==> config.mk <==
export PLATFORM = sky130hd
export DESIGN_NAME = instruction_fetch
export DESIGN_NICKNAME = d
export VERILOG_FILES = /design/src/rtl/mips_pkg.sv /design/src/rtl/next_pc_logic.sv /design/src/rtl/instruction_fetch.sv
export SDC_FILE = /design/constraint.sdc
export NUM_CORES = 1
export LEC_CHECK = 0
export BUFFER_PORTS_ARGS = -buffer_cell sky130_fd_sc_hd__buf_2
export CAP_MARGIN = 10
export CORE_MARGIN = 2
export CORE_UTILIZATION = 35
export CTS_BUF_LIST = sky130_fd_sc_hd__clkbuf_8
export DETAILED_ROUTE_END_ITERATION = 10
export GPL_TIMING_DRIVEN = 0
export PLACE_DENSITY = 0.58
export SYNTH_ARGS = -nofsm -noshare
export SYNTH_HDL_FRONTEND = slang
export SYNTH_SLANG_ARGS = --single-unit
==> constraint.sdc <==
create_clock -name clk -period 8.91 [get_ports clk]
set_input_delay 1.782 -clock clk [delete_from_list [all_inputs] [get_ports clk]]
set_output_delay 1.782 -clock clk [all_outputs]
set_load 0.05 [all_outputs]
==> src/rtl/mips_pkg.sv <==
// mips_pkg
//   Shared definitions for the MIPS datapath slice.
//   - Primary opcode values (Instruction[31:26]) used by the decoder.
//   - fetch_state_t: states of the instruction fetch controller.
//   - DEFAULT_RESET_PC: PC value loaded on reset unless overridden.
//   - opcode_of(): extracts the primary opcode field from an instruction word.
package mips_pkg;

  localparam logic [5:0] OP_RTYPE = 6'b000000;
  localparam logic [5:0] OP_ADDI  = 6'b001000;
  localparam logic [5:0] OP_ANDI  = 6'b001100;
  localparam logic [5:0] OP_ORI   = 6'b001101;
  localparam logic [5:0] OP_SLTI  = 6'b001010;
  localparam logic [5:0] OP_LW    = 6'b100011;
  localparam logic [5:0] OP_SW    = 6'b101011;
  localparam logic [5:0] OP_BEQ   = 6'b000100;
  localparam logic [5:0] OP_BNE   = 6'b000101;
  localparam logic [5:0] OP_J     = 6'b000010;

  typedef enum logic [1:0] {
    IDLE,
    FETCH,
    HOLD
  } fetch_state_t;

  localparam logic [31:0] DEFAULT_RESET_PC = 32'h0000_0000;

  function automatic logic [5:0] opcode_of(input logic [31:0] instr);
    return instr[31:26];
  endfunction

endpackage

==> src/rtl/next_pc_logic.sv <==
// next_pc_logic
//   Purely combinational next-PC selection for the fetch stage.
// Ports
//   pc          in   PC_WIDTH  address of the instruction being retired
//   instruction in   26        low 26 bits of that instruction (jump index,
//                              and the 16-bit branch immediate in [15:0])
//   jump        in   1         decoder says this is a J-type jump
//   branch      in   1         decoder says this is a conditional branch
//   branch_cond in   1         ALU says the branch condition holds
//   pc_plus4    out  PC_WIDTH  pc + 4, wrapping
//   next_pc     out  PC_WIDTH  selected fetch address for the next instruction
module next_pc_logic #(
  parameter int PC_WIDTH = 32
) (
  input  logic [PC_WIDTH-1:0] pc,
  input  logic [25:0]         instruction,
  input  logic                jump,
  input  logic                branch,
  input  logic                branch_cond,
  output logic [PC_WIDTH-1:0] pc_plus4,
  output logic [PC_WIDTH-1:0] next_pc
);

  logic [PC_WIDTH-1:0] jump_target;
  logic [PC_WIDTH-1:0] branch_offset;
  logic [PC_WIDTH-1:0] branch_target;

  assign pc_plus4 = pc + PC_WIDTH'(4);

  // Jumps keep the region bits of the delay-slot address and replace the rest
  // with the word index from the instruction.
  assign jump_target = {pc_plus4[PC_WIDTH-1:28], instruction[25:0], 2'b00};

  // Branch immediate is a signed word offset relative to pc + 4.
  assign branch_offset = {{(PC_WIDTH-18){instruction[15]}}, instruction[15:0], 2'b00};
  assign branch_target = pc_plus4 + branch_offset;

  // Jump is checked first so it wins when the decoder raises both.
  always_comb begin
    next_pc = pc_plus4;
    if (jump) begin
      next_pc = jump_target;
    end else if (branch && branch_cond) begin
      next_pc = branch_target;
    end
  end

endmodule

==> src/rtl/instruction_fetch.sv <==
// instruction_fetch
//   Front of the MIPS datapath. Owns the PC, fetches instructions over a
//   req/ready handshake, holds each one in an instruction register until the
//   downstream stage retires it, then moves the PC to the selected next address.
// Ports
//   clk, reset   clock and synchronous active-high reset
//   imem_req     out  fetch request, high for the whole FETCH state
//   imem_addr    out  word-aligned fetch address (= PC)
//   imem_ready   in   memory accepts; imem_rdata valid in the same cycle
//   imem_rdata   in   fetched instruction word
//   Instruction  out  instruction register
//   Opcode       out  Instruction[31:26]
//   PC           out  address of the held instruction
//   PCPlus4      out  PC + 4, wrapping
//   inst_valid   out  Instruction/Opcode/PC are valid (HOLD state)
//   inst_ack     in   downstream retires the held instruction
//   Jump, Branch, BranchCond  in  next-PC controls, used only on retire
module instruction_fetch
  import mips_pkg::*;
#(
  parameter int                PC_WIDTH = 32,
  parameter logic [PC_WIDTH-1:0] RESET_PC = PC_WIDTH'(DEFAULT_RESET_PC)
) (
  input  logic                clk,
  input  logic                reset,
  output logic                imem_req,
  output logic [PC_WIDTH-1:0] imem_addr,
  input  logic                imem_ready,
  input  logic [31:0]         imem_rdata,
  output logic [31:0]         Instruction,
  output logic [5:0]          Opcode,
  output logic [PC_WIDTH-1:0] PC,
  output logic [PC_WIDTH-1:0] PCPlus4,
  output logic                inst_valid,
  input  logic                inst_ack,
  input  logic                Jump,
  input  logic                Branch,
  input  logic                BranchCond
);

  fetch_state_t        state;
  fetch_state_t        next_state;
  logic [PC_WIDTH-1:0] next_pc;

  next_pc_logic #(
    .PC_WIDTH(PC_WIDTH)
  ) u_next_pc (
    .pc          (PC),
    .instruction (Instruction[25:0]),
    .jump        (Jump),
    .branch      (Branch),
    .branch_cond (BranchCond),
    .pc_plus4    (PCPlus4),
    .next_pc     (next_pc)
  );

  // Low address bits are forced to zero so a misconfigured reset PC can never
  // produce an unaligned fetch.
  assign imem_addr = {PC[PC_WIDTH-1:2], 2'b00};
  assign Opcode    = opcode_of(Instruction);

  // State, PC and instruction register. Reset wins over any same-cycle
  // ready or ack, so a word arriving with reset is simply dropped.
  always_ff @(posedge clk) begin
    if (reset) begin
      state       <= IDLE;
      PC          <= RESET_PC;
      Instruction <= 32'h0;
    end else begin
      state <= next_state;
      if (state == FETCH && imem_ready) begin
        Instruction <= imem_rdata;
      end
      if (state == HOLD && inst_ack) begin
        PC <= next_pc;
      end
    end
  end

  // Handshake outputs are decoded from the state alone, so imem_req and
  // inst_valid never depend combinationally on memory or downstream inputs.
  always_comb begin
    next_state = state;
    imem_req   = 1'b0;
    inst_valid = 1'b0;
    case (state)
      IDLE: begin
        next_state = FETCH;
      end
      FETCH: begin
        imem_req = 1'b1;
        if (imem_ready) begin
          next_state = HOLD;
        end
      end
      HOLD: begin
        inst_valid = 1'b1;
        if (inst_ack) begin
          next_state = FETCH;
        end
      end
      default: begin
        next_state = IDLE;
      end
    endcase
  end

endmodule

==> results.md <==
- Status: complete, no violations
- Setup-failing EPs final: 0
- Register Area: between 1000 and 1500 um2
- Die area: 15590 um2
- CP Capture Type: output port
- Seq/Total Area, Yosys: 0.2507
- Row cnt: between 40 and 50
- Hold buffer count at cts: 0
- Net count, final: about 950
- Starting Density: 0.3544
- CTS resizes: 0
- Synth unique cells: between 60 and 70
- Setup TNS: 0 ns
- Die Span Y: ~120 um
- Post-DP HPWL: approximately 14000 um
- Initial antenna violation count: 0
- Critical Path AT: 3.27 ns
- Num CTS Buffers: 9
- PwrDens: between 100 and 150 nW/um2
- Number of synthesized flops with an enable pin: 0
- CTS Sinks: 64
- First-pass GRT wire length: roughly 27000 um
- Period utilisation layout: 0.5667
- CP max FO: 8
- Ys Warns: 0
- Share of cells above drive strength 1: 0.2785
- Synth Flop Type: dfxtp_1
- Clock Skews: around 0.014 ns
- Core Util, Final: 0.4448
- Startpoint Class: register
- Tot Pwr: about 0.76 mW
- FMAX: approximately 200 MHz
- Number of port buffers: roughly 170
- Area Overhead vs Synth: 25.53%
- DR WL/cell: roughly 16 um
- Synth Register Bits: 64
- Final Hold Fails: 0
- Hold WC Path Type: register to register
- Vias after detailed routing: between 5000 and 6000
- CTS H-Tree Depth: 3
- Die width: between 100 and 150 um
- Max IR drop VDD: about 0.09 mV
- Async set-reset flop share out of synthesis: 0
- Total GRT Usage: 0.2164
- Share of the synthesized area in the top cell type: 0.2507
- Reg clk slew, reported paths: 0.08 ns
- WL final: between 15000 and 20000 um
- Clk_lat worst skew: 0.37 ns
- Number of detailed-route iterations in the first pass: 5
- I/O pins: approximately 180
- Actual slew at the worst max-slew pin: 0.9647 ns
- # diodes: 0
- Tmin final: about 5.0 ns
- Most frequent cell after synthesis: nand2_1
- Starting DRT DRC Count: roughly 320
- CTS root buffer: clkbuf_8
- RSZ-0062 raised after global routing: no
- Fill cell count: between 1500 and 2000
- Max-cap violations: 0
- Critical Path RT: slightly above 7 ns
- Avg Cell Area, Syn: 7.429 um2
- Cells after synthesis: just under 700
- Max Root-Sink Buffers: 2
- Gr ovfl total: 0
- Post-route ant nets: 0
- LEAKAGE: between 3 and 4 nW
- Detailed-route vias per instance: just over 5
- Cell accounting for the most synthesized area: dfxtp_1
- Largest net degree at the start of global routing: 24
- Post-synth top cells: 125 x nand2_1, 81 x a21oi_1, 64 x dfxtp_1
- GPL Wtd Cong: roughly 0.9
- Post-Syn Area: between 5000 and 6000 um2
- Drt drc: 0
- Count of pins over their slew limit: 0
- Synth area leaders: dfxtp_1 25%, nand2_1 9.2%, ha_1 8.8%, a21oi_1 7.9%, buf_4 6.2%
- CTS tree: yes
- Rel. slew slack: 0.3560
- Core area: between 10000 and 15000 um2
- Vias in the first global route: roughly 5000
- Area of the multi-input gates: about 3400 um2
- Number of post-CTS setup repair buffers: 0
- Crit Path Class: register to output port
## final timing paths
check / start / to / slack (ns) / cells after the start
max reg2reg: PC[2]$_SDFFE_PP0P_ / PC[31]$_SDFFE_PP0P_ / 4.24 / 15
min: Instruction[28]$_SDFFE_PP0P_ / Instruction[28]$_SDFFE_PP0P_ / 0.47 / 2
min reg2reg: Instruction[28]$_SDFFE_PP0P_ / Instruction[28]$_SDFFE_PP0P_ / 0.47 / 2
max: PC[2]$_SDFFE_PP0P_ / PCPlus4[28] / 3.86 / 7
## cell usage in the layout, fill, tap and decap left out, types with 4 or more instances in the layout
master / n
a211oi_1: 10
a21o_1: 12
a21oi_1: 81
a21oi_2: 4
a31oi_1: 6
and2_1: 7
and3_1: 7
buf_2: 169
buf_4: 42
clkbuf_1: 25
clkbuf_8: 9
conb_1: 6
dfxtp_1: 64
ha_1: 36
inv_1: 13
nand2_1: 125
nand3_1: 19
nand4_1: 4
nor2_1: 51
nor2b_1: 4
nor3_1: 9
o211ai_1: 17
o21ai_0: 22
o221ai_1: 6
o22ai_1: 4
o31ai_1: 4
or3_1: 4
xnor2_1: 28
xor2_1: 23
## kinds of logic (layout without fill, tap and decap cells)
family                     count (synthesis)  in the layout  synth area share
adders and majority gates                 37             37           0.09204
and+or+nand+nor                          250            250            0.2213
AOI/OAI and AO/OA                        196            196            0.2443
xor gates and xnor gates                  51             51           0.08739
buffers and inverters                     84            267           0.09302
DFF                                       64             64            0.2507
other                                      1              6         0.0007337
muxes                                      5              5           0.01053
## flip-flops by register name, summed over array words and instances, names as in the netlist
name         count
Instruction     32
PC              30
state            2
## metrics by stage
stage | std cells | area, um2 | setup WS (ns) | hold slack [ns]
floorplan | 693 | 5130 | 4.051 | 0.5053
global placement | 1044 | 6196 | 4.194 | 0.4595
detailed placement | 1044 | 6196 | 4.224 | 0.4635
CTS | 1060 | 6416 | 3.792 | 0.4741
global route | 1060 | 6416 | 3.665 | 0.4941
finish | 1060 | 6416 | 3.861 | 0.4741
## final cells by class
cell class                 instances  share of cell area
clock buffer                       9             0.01931
sequential                        64              0.1997
timing repair buffer             167              0.1303
inverter                          12            0.007020
multi-input combinational        545              0.5257
buffer                            72             0.06708
tap                              184             0.03588
clock inverter                     7             0.01502
## critical path: stages, from the launching register on
cell	delay (ns)
dfxtp_1	0.50
ha_1	0.26
and2_1	0.27
nand4_1	0.36
nor3_2	0.61
nand3_1	0.16
xnor2_1	0.38
buf_2	0.35
## power breakdown
part / internal, mW / switching [mW]
registers: 0.295 / 0.0124
logic: 0.0446 / 0.115
clock network: 0.158 / 0.132
## routing by layer
layer / track usage / wire length (um) / part of all wire
met5: 0 / 0 / 0
met4: 0.04641 / 243 / 0.014
met3: 0.05498 / 1225 / 0.070
met2: 0.3581 / 8065 / 0.46
met1: 0.2854 / 7892 / 0.45
(Power assumes the default switching activity.)
